===== src/rtl/scene_pkg.sv =====
// Shared phase codes, default scene timing and RGB channel helpers for the
// scene scheduler and its pixel compositor.
package scene_pkg;

  typedef enum logic [1:0] {
    PH_INTRO  = 2'd0,
    PH_SCROLL = 2'd1,
    PH_HOLD   = 2'd2,
    PH_FADE   = 2'd3
  } phase_t;

  localparam int DEF_V_ACTIVE      = 480;
  localparam int DEF_H_ACTIVE      = 640;
  localparam int DEF_INTRO_FRAMES  = 60;
  localparam int DEF_SCROLL_FRAMES = 240;
  localparam int DEF_HOLD_FRAMES   = 120;
  localparam int DEF_FADE_DIV      = 8;

  function automatic logic [1:0] ch_r(input logic [5:0] p);
    return p[5:4];
  endfunction

  function automatic logic [1:0] ch_g(input logic [5:0] p);
    return p[3:2];
  endfunction

  function automatic logic [1:0] ch_b(input logic [5:0] p);
    return p[1:0];
  endfunction

  // Channel darkening saturates at black instead of wrapping.
  function automatic logic [1:0] sat_sub(input logic [1:0] c, input logic [1:0] d);
    return (c > d) ? (c - d) : 2'd0;
  endfunction

endpackage


===== src/rtl/scene_scheduler_fade_mux.sv =====
// Combinational compositor: picks background or overlay, darkens by the fade
// level and blanks outside the visible region. Registered by the parent.
module fade_mux
  import scene_pkg::*;
(
  input  logic [1:0] phase,
  input  logic [1:0] fade_level,
  input  logic       frame_active,
  input  logic [5:0] bg_rgb,
  input  logic [5:0] overlay_rgb,
  input  logic       overlay_active,
  output logic [5:0] pix
);

  logic [5:0] src;

  always_comb begin
    // The overlay stays hidden for the whole INTRO phase.
    src = (overlay_active && (phase != PH_INTRO)) ? overlay_rgb : bg_rgb;
    pix = 6'd0;
    if (frame_active) begin
      pix = {sat_sub(ch_r(src), fade_level),
             sat_sub(ch_g(src), fade_level),
             sat_sub(ch_b(src), fade_level)};
    end
  end

endmodule


===== src/rtl/scene_scheduler.sv =====
// Frame-level scene sequencer: INTRO/SCROLL/HOLD/FADE phase machine advanced
// once per frame, scroll/fade config generation and a registered pixel output.
module scene_scheduler
  import scene_pkg::*;
#(
  parameter int V_ACTIVE      = DEF_V_ACTIVE,
  parameter int H_ACTIVE      = DEF_H_ACTIVE,
  parameter int INTRO_FRAMES  = DEF_INTRO_FRAMES,
  parameter int SCROLL_FRAMES = DEF_SCROLL_FRAMES,
  parameter int HOLD_FRAMES   = DEF_HOLD_FRAMES,
  parameter int FADE_DIV      = DEF_FADE_DIV
) (
  input  logic       clk,
  input  logic       rst,
  input  logic [9:0] x,
  input  logic [9:0] y,
  input  logic       frame_active,
  input  logic       pause,
  input  logic       skip,
  input  logic [5:0] bg_rgb,
  input  logic [5:0] overlay_rgb,
  input  logic       overlay_active,
  output logic [5:0] rgb,
  output logic [9:0] scroll_x,
  output logic [9:0] scroll_y,
  output logic [1:0] phase,
  output logic [1:0] fade_level
);

  // rgb carries no handshake: it is valid every cycle and reflects the pixel
  // inputs sampled on the previous clock edge.
  phase_t     state, state_next;
  logic [7:0] pcnt, pcnt_next;
  logic [9:0] sx, sx_next;
  logic [1:0] fade, fade_next;
  logic       skip_pend, skip_pend_next;
  logic [7:0] phase_last;
  logic [10:0] sx_inc;
  logic       frame_tick;
  logic [5:0] pix, rgb_q;

  assign frame_tick = (x == 10'd0) && (y == 10'(V_ACTIVE));
  assign sx_inc     = {1'b0, sx} + 11'd1;

  always_comb begin
    phase_last = 8'(INTRO_FRAMES - 1);
    case (state)
      PH_INTRO:  phase_last = 8'(INTRO_FRAMES - 1);
      PH_SCROLL: phase_last = 8'(SCROLL_FRAMES - 1);
      PH_HOLD:   phase_last = 8'(HOLD_FRAMES - 1);
      PH_FADE:   phase_last = 8'(4 * FADE_DIV - 1);
      default:   phase_last = 8'(INTRO_FRAMES - 1);
    endcase
  end

  always_comb begin
    state_next     = state;
    pcnt_next      = pcnt;
    sx_next        = sx;
    fade_next      = fade;
    skip_pend_next = skip_pend | skip;
    if (frame_tick) begin
      skip_pend_next = 1'b0;
      if (skip_pend || skip) begin
        // A pending skip overrides pause and the normal count.
        state_next = phase_t'(state + 2'd1);
        pcnt_next  = 8'd0;
      end else if (!pause) begin
        if (state == PH_SCROLL) begin
          sx_next = (sx_inc == 11'(H_ACTIVE)) ? 10'd0 : sx_inc[9:0];
        end
        if (pcnt == phase_last) begin
          state_next = phase_t'(state + 2'd1);
          pcnt_next  = 8'd0;
        end else begin
          pcnt_next = pcnt + 8'd1;
        end
      end
      if (state_next == PH_INTRO) begin
        sx_next   = 10'd0;
        fade_next = 2'd0;
      end else if (state_next == PH_FADE) begin
        // Step thresholds instead of a divide: level = pcnt / FADE_DIV.
        if (pcnt_next >= 8'(3 * FADE_DIV))      fade_next = 2'd3;
        else if (pcnt_next >= 8'(2 * FADE_DIV)) fade_next = 2'd2;
        else if (pcnt_next >= 8'(FADE_DIV))     fade_next = 2'd1;
        else                                    fade_next = 2'd0;
      end
    end
  end

  always_ff @(posedge clk) begin
    if (rst) begin
      state     <= PH_INTRO;
      pcnt      <= 8'd0;
      sx        <= 10'd0;
      fade      <= 2'd0;
      skip_pend <= 1'b0;
      rgb_q     <= 6'd0;
    end else begin
      state     <= state_next;
      pcnt      <= pcnt_next;
      sx        <= sx_next;
      fade      <= fade_next;
      skip_pend <= skip_pend_next;
      rgb_q     <= pix;
    end
  end

  fade_mux u_fade_mux (
    .phase          (state),
    .fade_level     (fade),
    .frame_active   (frame_active),
    .bg_rgb         (bg_rgb),
    .overlay_rgb    (overlay_rgb),
    .overlay_active (overlay_active),
    .pix            (pix)
  );

  assign rgb        = rgb_q;
  assign scroll_x   = sx;
  assign scroll_y   = 10'd0;
  assign phase      = state;
  assign fade_level = fade;

endmodule


===== config.mk =====
export PLATFORM = sky130hd
export DESIGN_NAME = scene_scheduler
export DESIGN_NICKNAME = d
export VERILOG_FILES = /design/src/rtl/scene_pkg.sv /design/src/rtl/scene_scheduler_fade_mux.sv /design/src/rtl/scene_scheduler.sv
export SDC_FILE = /design/constraint.sdc
export NUM_CORES = 1
export LEC_CHECK = 0
export ABC_AREA = 1
export ABC_CLOCK_PERIOD_IN_PS = 5500
export CAP_MARGIN = 20
export CELL_PAD_IN_SITES_DETAIL_PLACEMENT = 0
export CELL_PAD_IN_SITES_GLOBAL_PLACEMENT = 2
export CORE_ASPECT_RATIO = 2
export CORE_MARGIN = 2
export CORE_UTILIZATION = 27
export DETAILED_ROUTE_END_ITERATION = 16
export PLACE_DENSITY = 0.91
export SLEW_MARGIN = 20
export SYNTH_ARGS = -nofsm -noshare
export SYNTH_HDL_FRONTEND = slang
export SYNTH_SLANG_ARGS = --single-unit

===== constraint.sdc =====
create_clock -name clk -period 5.5 [get_ports clk]
set_input_delay 1.1 -clock clk [delete_from_list [all_inputs] [get_ports clk]]
set_output_delay 1.1 -clock clk [all_outputs]
set_load 0.02 [all_outputs]

### After elaboration in Yosys (flattened, before gate mapping)

Index checks and enable logic that the tools add are counted.

| word-level totals | value |
|---|---|
| bits in registers | 29 |
| bits of input ports | 38 |
| output and inout port bits | 30 |
| logic and storage cells | 69 |

| operators by class | value |
|---|---|
| $add $sub $neg | 6 |
| $lt $le $gt $ge | 6 |
| eq/ne operators | 9 |
| mux-type cells | 20 |
| bitwise logic cells | 5 |
| reductions and logical operators | 15 |

Operators by type and width:

| cell | count |
|---|---|
| 10-bit 2-to-1 mux | 5 |
| 8-bit 2-to-1 mux | 4 |
| 8-bit case mux with 4 select lines | 1 |
| 8-bit by 5-bit greater-or-equal comparator with 1-bit output (second input constant) | 2 |
| 2-bit 2-to-1 mux | 8 |
| 10-bit by 1-bit adder with 11-bit output (second input constant) | 1 |
| 11-bit by 10-bit equality test with 1-bit output (second input constant) | 1 |
| 10-bit by 9-bit equality test with 1-bit output (second input constant) | 1 |
| 10-bit zero test | 1 |
| 3-bit OR reduction | 3 |
| 8-bit by 1-bit adder with 8-bit output (second input constant) | 1 |
| 8-bit equality test | 1 |
| 8-bit by 4-bit greater-or-equal comparator with 1-bit output (second input constant) | 1 |
| 2-bit equality test (second input constant) | 3 |
| 2-bit > comparator | 3 |
| 6-bit 2-to-1 mux | 1 |
| 2-bit nonzero test | 3 |
| 2-bit subtractor | 3 |
| 2-bit zero test | 2 |
| 2-bit by 1-bit inequality test with 1-bit output (second input constant) | 2 |
| 1-bit inverter | 4 |
| 4-bit AND reduction | 1 |
| 2-bit by 1-bit adder with 2-bit output (second input constant) | 1 |
| 2-bit by 1-bit equality test with 1-bit output (second input constant) | 1 |
| other kinds (6) | 7 |

### Logic depth before layout (Yosys ltp)

| depth | value |
|---|---|
| depth after elaboration | 13 |
| depth in mapped cells | 18 |
| mapped depth without buffers | 17 |

### Cells and area by module

A second synthesis with hierarchy kept.

| second synthesis, totals | value |
|---|---|
| cells, all modules | 376 |
| area, all modules | 2,418.6 sq um |

By module, submodules not included:

| module | times used | cells each | area an instance (sq um) | seq. area each (sq um) |
|---|---|---|---|---|
| scene_scheduler | 1 | 309 | 2,019.4 | 580.6 |
| fade_mux | 1 | 67 | 399.1 | 0.0 |

### Worst setup path after synthesis

No wires, ideal clock.

| timing path | value |
|---|---|
| path type | in2reg |
| start point | input port pause |
| end point | register sx[7], in the netlist scroll_x[7] |
| arrival time | 2,626 ps |
| slack | 2,742 ps |
| cell stages on the path | 15 |
| cell sequence | buf_6 -> nor2_1 -> nand2_1 -> nor2_1 -> nand2_1 -> nor2_1 -> nor2_1 -> buf_6 -> o21ai_0 -> ha_1 -> inv_1 -> o21ai_0 -> nand3_2 -> nand2_1 -> a21oi_1 |

| between the ends | value |
|---|---|
| cells in the longest elaborated chain, start to end | 6 |
| elaborated cells between the ends (all ways) | 9 |

Ends and longest elaborated chain:

| item | line | text |
|---|---|---|
| start, declared | scene_scheduler.sv:18 | `input logic pause,` |
| 2-bit 2-to-1 mux | scene_scheduler.sv:68 | `end else if (!pause) begin` |
| 2-bit 2-to-1 mux | scene_scheduler.sv:64 | `if (skip_pend \|\| skip) begin` |
| 2-bit 2-to-1 mux | scene_scheduler.sv:62 | `if (frame_tick) begin` |
| 2-bit zero test | scene_scheduler.sv:79 | `if (state_next == PH_INTRO) begin` |
| 2-bit by 1-bit inequality test with 1-bit output (no source line) or 2-bit nonzero test (tied branches) | -- |  |
| 4-bit AND reduction (no source line) | -- |  |
| end signal, assigned | scene_scheduler.sv:103 | `sx <= sx_next;` |
| end, declared | scene_scheduler.sv:34 | `logic [9:0] sx, sx_next;` |

Parallel ways exist; a longest one is shown, timed or not. The select of a mux whose other input is x is not followed.
A chain may end at the register's enable or synchronous reset.

### Worst setup path in the final report

| timing path | value |
|---|---|
| start point | input port pause |
| end point | register sx[4], in the netlist scroll_x[4] |

Same word-level chain as after synthesis.

==> results.toml <==
[timing]
worst_pin_slew_ns = 1.013
timing.hold.ws_ns = 0.4867
setup_viol = 0
rsz0062_at_grt = "no"
clock_skew_ns = 0.002887
fin_crit_ns = 3.706
fmax_ghz = 0.2698
hold_violations = 0
relSlewSlack = 0.3221
slew_viol_final = 0
fin_crit_sh = 0.6739
setup_tns_ns = 0

[cts]
ctsHoldBuffers = 0
clk_pin_slew_ns = 0.05
cts_setup_buffers = 0
htreeDepth = 2
cts_tree = "done"
clock_latency_ns = 0.27
cts.sinks = 29
cts_inserted_buffers = 5
cts_resized = 0
clock_path_buffers = 2
root_buffer = "clkbuf_16"

[global_routing]
grt_max_degree = 15
grt_use_total = 0.1433
grt_overflow = 0
grt_pass1_wl_mm = 9.818
grt_pass1_vias = 2191
antenna_found_initial = 0

[power_and_ir_drop]
ir_drop_mv = 0.09197
power.leakage_uw = 0.001248
power.total_uw = 545.4
power_density_nw_per_um2 = 180.9

[detailed_routing]
drcViolationCount = 0
ant_nets = 0
wirelength_mm = 6.030
drt-initial-drc-count = 75
via_per_inst = 4.502
post_drt_wl_per_cell_um = 12.41
dr_total_vias = 2188
first_pass_iters = 4

[placement]
hpwl_mm = 5.099
portBuffers = 57
place_congestion = 0.8252

[yosys]
yosysSeqAreaShare = 0.2572
yosysUniqueCellTypes = 37
synth.top_cells.by_area = "dfxtp_1, nand2_1, ha_1"
synth_top_area_share = 0.2572
ys_seq_elements = 29
yosys.area.top_type = "dfxtp_1"
yosysWarnings = 0
syn_area_per_cell_um2 = 6.861
synth_area_um2 = 2257
synth_cells = 329

[min_path]
hold_start = "scroll_x[8]"
whs_endpoint = "scroll_x[8]"
min-delay-path-class = "flop to flop"
holdPathStages = 2

[final_layout]
area_growth_pct = 33.54
finalNetCount = 443
drive_gt1_frac = 0.08763
fillers = 916
insertedDiodeCount = 0

[worst_setup_path]
crit_chain = "clkdlybuf4s50_1, nor2_1, nand2_1, nor2_1, nand2_1, nor2_1, nor2_1, nand2_1, o21ai_0, ha_1, inv_1, o21ai_0, nand3_2, nand2_1, a21oi_1"
arrival_ns = 3.84
cp_num_buf_inv = 2
worstSetupPathType = "input pin to flop"
worst-path-max-fanout = 11
crit_required_ns = 5.63
worstRegToRegCells = 17
startpoint_type = "input pin"
worst_path_max_delay_cell = "nor2_1"
rr_endpoint = "scroll_x[4]"
cpLargestDelayFamily = "simple AND/OR/NAND/NOR gates"
cpPeakStageDelay_ns = 0.76
ff2ff_setup_slack_ns = 2.20
cp-end-kind = "flop"
r2r-start = "phase[0]"

[outcome]
outcome = "completed"

[floorplanning]
rows = 47
core-area_um2 = 8174
start_util = 0.2761
die-area_um2 = 9151
die_x_um = 68.65
die_h_um = 133.3
io_pins = 68

[flow_run]
drv_cap = 0
worst max-delay path by stage:
stage / start / endpoint / slack [ns] / depth (start not counted)
final: pause / scroll_x[4] / 1.79 / 15
after global routing: pause / scroll_x[8] / 1.48 / 15
after CTS: skip / scroll_x[4] / 1.81 / 12
after detailed placement: pause / scroll_x[4] / 1.51 / 15
after global placement: skip / scroll_x[8] / 1.62 / 12
after floorplan: pause / scroll_x[7] / 2.74 / 15
layer usage:
layer,part of all wire,up-vias,global-route usage
li1,-,1134,-
met1,0.33,967,0.1253
met2,0.59,69,0.2821
met3,0.035,18,0.01943
met4,0.049,0,0.08111
met5,0,-,0
power by group:
| part | switching, uW | internal (uW) | total [uW] |
|---|---|---|---|
| combinational | 31.5 | 33.0 | 64.6 |
| clock | 90.4 | 177 | 268 |
| sequential | 0.565 | 213 | 213 |
| total | 123 | 423 | 545 |
area by class of cell:
type	instances	area, um^2	area share
sequential	29	580.6	0.1926
inverter	51	191.4	0.06351
timing repair buffer	57	570.5	0.1893
tap	98	122.6	0.04068
multi-input combinational	244	1406	0.4666
clock buffer	7	142.6	0.04732
per-stage QoR:
stage	instance area, um^2	utilization	instances	setup slack, ns
finish	3014	0.3687	486	1.794
global route	3014	0.3687	486	1.478
CTS	3014	0.3687	486	1.806
detailed placement	2872	0.3513	479	1.514
global placement	2872	0.3513	479	1.624
floorplan	2291	-	338	2.742
placed cells by master, fill, tap and decap left out, types with 2 or more instances in the layout:
cell	synthesis	routed
a21oi_1	12	12
a21oi_2	2	2
clkbuf_16	0	5
clkdlybuf4s50_1	0	57
conb_1	1	10
dfxtp_1	29	29
fa_1	3	3
ha_1	14	14
inv_1	46	46
inv_2	5	5
mux2_2	3	3
mux2i_1	3	3
nand2_1	80	80
nand3_1	13	13
nand3_2	2	2
nand4_1	10	10
nor2_1	44	44
nor2_2	5	5
nor2_4	2	2
nor3_1	7	7
nor3_2	3	3
o21ai_0	5	5
o22ai_1	5	5
or2_0	2	2
xor2_1	9	9
cells by family (layout without fill, tap and decap cells):
logic type,after synthesis,in the layout,share of synthesized area
xor gates and xnor gates,10,10,0.03881
DFF,29,29,0.2572
AOI/OAI and AO/OA,26,26,0.06652
other,1,10,0.001661
buffers and inverters,65,115,0.1347
adders and majority gates,17,17,0.1042
and+or+nand+nor,175,175,0.3686
muxes,6,6,0.02827
registers in the layout, indices dropped and copies added, names as in the netlist:
register,cells
scroll_x,10
pcnt,8
fade_level,2
skip_pend,1
rgb,6
phase,2
tightest hold or removal path, cell delays in order, from the launching register on:
cell and delay [ns]:
dfxtp_1 0.32, nand2_1 0.07, a21oi_1 0.05
Yosys cell counts, drive strengths merged:
master	instances
nor3	10
xnor2	1
a211oi	1
xor2	9
nor2	52
or2	4
nand3b	1
inv	51
nand3	16
dlygate4sd3	1
a21oi	14
mux2	3
o22ai	5
conb	1
nand4	11
nor4	1
mux2i	3
dfxtp	29
ha	14
buf	13
nand2	80
fa	3
o21ai	6
Note: power is estimated with default switching activity, not from simulation.
==> patch, RTL diff (same settings) <==
Reset style: asynchronous (`rst`), changed in one clocked block.
--- a/src/rtl/scene_scheduler.sv
+++ b/src/rtl/scene_scheduler.sv
@@ -89,7 +89,7 @@
     end
   end
 
-  always_ff @(posedge clk) begin
+  always_ff @(posedge clk or posedge rst) begin
     if (rst) begin
       state     <= PH_INTRO;
       pcnt      <= 8'd0;
Check against the original RTL: differs if rst is asserted again (counterexample within 4 cycles, from zero or initial values and one cycle with rst high); with rst held inactive, the same outputs for 10 cycles.
==> patch against the original RTL <==
Wire length shrank 1.3%; critical path type unchanged; first-iteration DRC count rose by 29%; area after synthesis grew 2.3%; register-to-register slack better by 600 ps; critical endpoint is now rgb[3]$_DFF_PP0_; core utilization rose by 0.93 points; clock skew grew 2.0 ps; clock power is 24% higher; total power up 11%; worst setup slack improved by 830 ps; cell area up 4.0%; sequential cell count did not move.
==> patch: results (changes against the original RTL) <==
| Metric | Value |
|---|---|
| CLK BUF | `6 (-1)` |
| Crit-path max FO | `9 (-2)` |
| First-pass GRT wire length | `10.3 mm (+4.7%)` |
| Library cells used by synthesis | `36 (-2.7%)` |
| Arrival @ worst endpoint | `3010 ps (-830 ps)` |
| Initial DRC Count | `97 (+29%)` |
| Die Width | `69.4 um (+1.1%)` |
| Core Util, Final | `0.378 (+0.00926)` |
| Gpl congestion | `0.817 (-0.99%)` |
| Post-CTS Setup Repair Bufs | `0 (unchanged)` |
| Peak supply drop | `97.7 uV (+6.3%)` |
| Min-delay worst type | `reg -> reg` |
| Fillers | `876 (-4.4%)` |
| Vias in the first global route | `2,219 (+1.3%)` |
| Reg2reg setup slack | `2800 ps (+600 ps)` |
| Met3 usage | `0.0231 (+0.00371)` |
| Post-synthesis compound-gate area fraction | `0.0802 (+0.0137)` |
| Most instantiated cells after synthesis | `82 x nand2_1, 47 x inv_1, 29 x dfrtp_1, 19 x nor2_1, 19 x o21ai_0` |
| Setup WS pre-CTS | `2300 ps (+787 ps)` |
| Post-Synth Adder-Cell Area | `0.102 (-0.00232)` |
| Clock power share | `0.546 (+0.055)` |
| Sequential area share after synthesis | `0.314 (+0.0572)` |
| Critical Path End | `rgb[3]$_DFF_PP0_` |
| Vias per inst | `4.57 (+1.5%)` |
| Final WL | `5.95 mm (-1.3%)` |
| H-tree Lvls | `2 (unchanged)` |
| Crit Reg-Reg Endpoint | `scroll_x[3]$_DFFE_PP0P_` |
| Met2 Resource Use GR | `0.278 (-0.00374)` |
| Hold path start | `skip_pend$_DFF_PP0_` |
| Non-clk invs | `50 (-2.0%)` |
| Total GRT Usage | `0.141 (-0.00247)` |
| Top cells by area, synth | `dfrtp_1 31%, nand2_1 13%, inv_1 7.6%, ha_1 7.6%, o21ai_0 4.1%` |
| Hold Path End | `skip_pend$_DFF_PP0_` |
| Nets | `423 (-4.5%)` |
| Grt met1 use | `0.136 (+0.0103)` |
| Hpwl dp | `4.85 mm (-4.9%)` |
| Largest net degree at the start of global routing | `30 (+15)` |
| R2R cell count | `15 (-2)` |
| Async set-reset flop share out of synthesis | `1.00 (+1.00)` |
| Layout cells sized above 1 | `0.108 (+0.0208)` |
| Achievable frequency | `348 MHz (+29%)` |
| R2R Path Start | `phase[0]$_DFFE_PP0P_` |
| Final non-clock buffer share | `0.184 (-0.00486)` |
| Hold_ws | `533 ps (+46.4 ps)` |
| Count of multi-input gates | `224 (-8.2%)` |
| Post-synthesis xor/xnor area fraction | `0.0304 (-0.00845)` |
| Clock Skew | `4.87 ps (+1.99 ps)` |
| Signal buffers | `58 (+1.8%)` |
| Placed inst area | `0.00296 mm2 (+3.0%)` |
| Sequential share of cell area | `0.232 (+0.0389)` |
| Multiplexer share of the synthesized area | `0.0130 (-0.0153)` |
| Gate power share | `0.098 (-0.020)` |
| Clock buf/inv share | `0.0563 (+0.00896)` |
| Crit path from | `overlay_active` |
| Status | `complete, no violations` |
| Int Pwr | `0.474 mW (+12%)` |
| Leak pwr | `1.41 nW (+13%)` |
[patch: cell types whose count changed in the layout (fill, tap and decap cells not counted), sizes merged, moves of 4 or more]
| cell | unedited run | this run |
|---|---|---|
| a21oi | 14 | 3 |
| o21ai | 6 | 22 |
| dfrtp | 0 | 29 |
| nand2 | 80 | 87 |
| or2 | 4 | 0 |
| dfxtp | 29 | 0 |
| nor2 | 52 | 29 |
| o22ai | 5 | 0 |
[patch: worst max-delay path, cell delays in order]
cell and delay (ps):
clkdlybuf4s50_1 460, nand2_1 200, o21ai_0 310, inv_1 100, fa_1 420, a2111oi_0 420
[patch: stage by stage]
stage	power [mW]	cells
finish	0.607	467
global route	0.630	467
CTS	0.615	467
detailed placement	0.280	459
global placement	0.280	459
floorplan	0.250	315
[patch: layer usage]
layer	routed length, um	vias to the layer above
li1	-	1079
met1	2020	984
met2	3530	65
met3	270	6
met4	125	0
met5	0	-
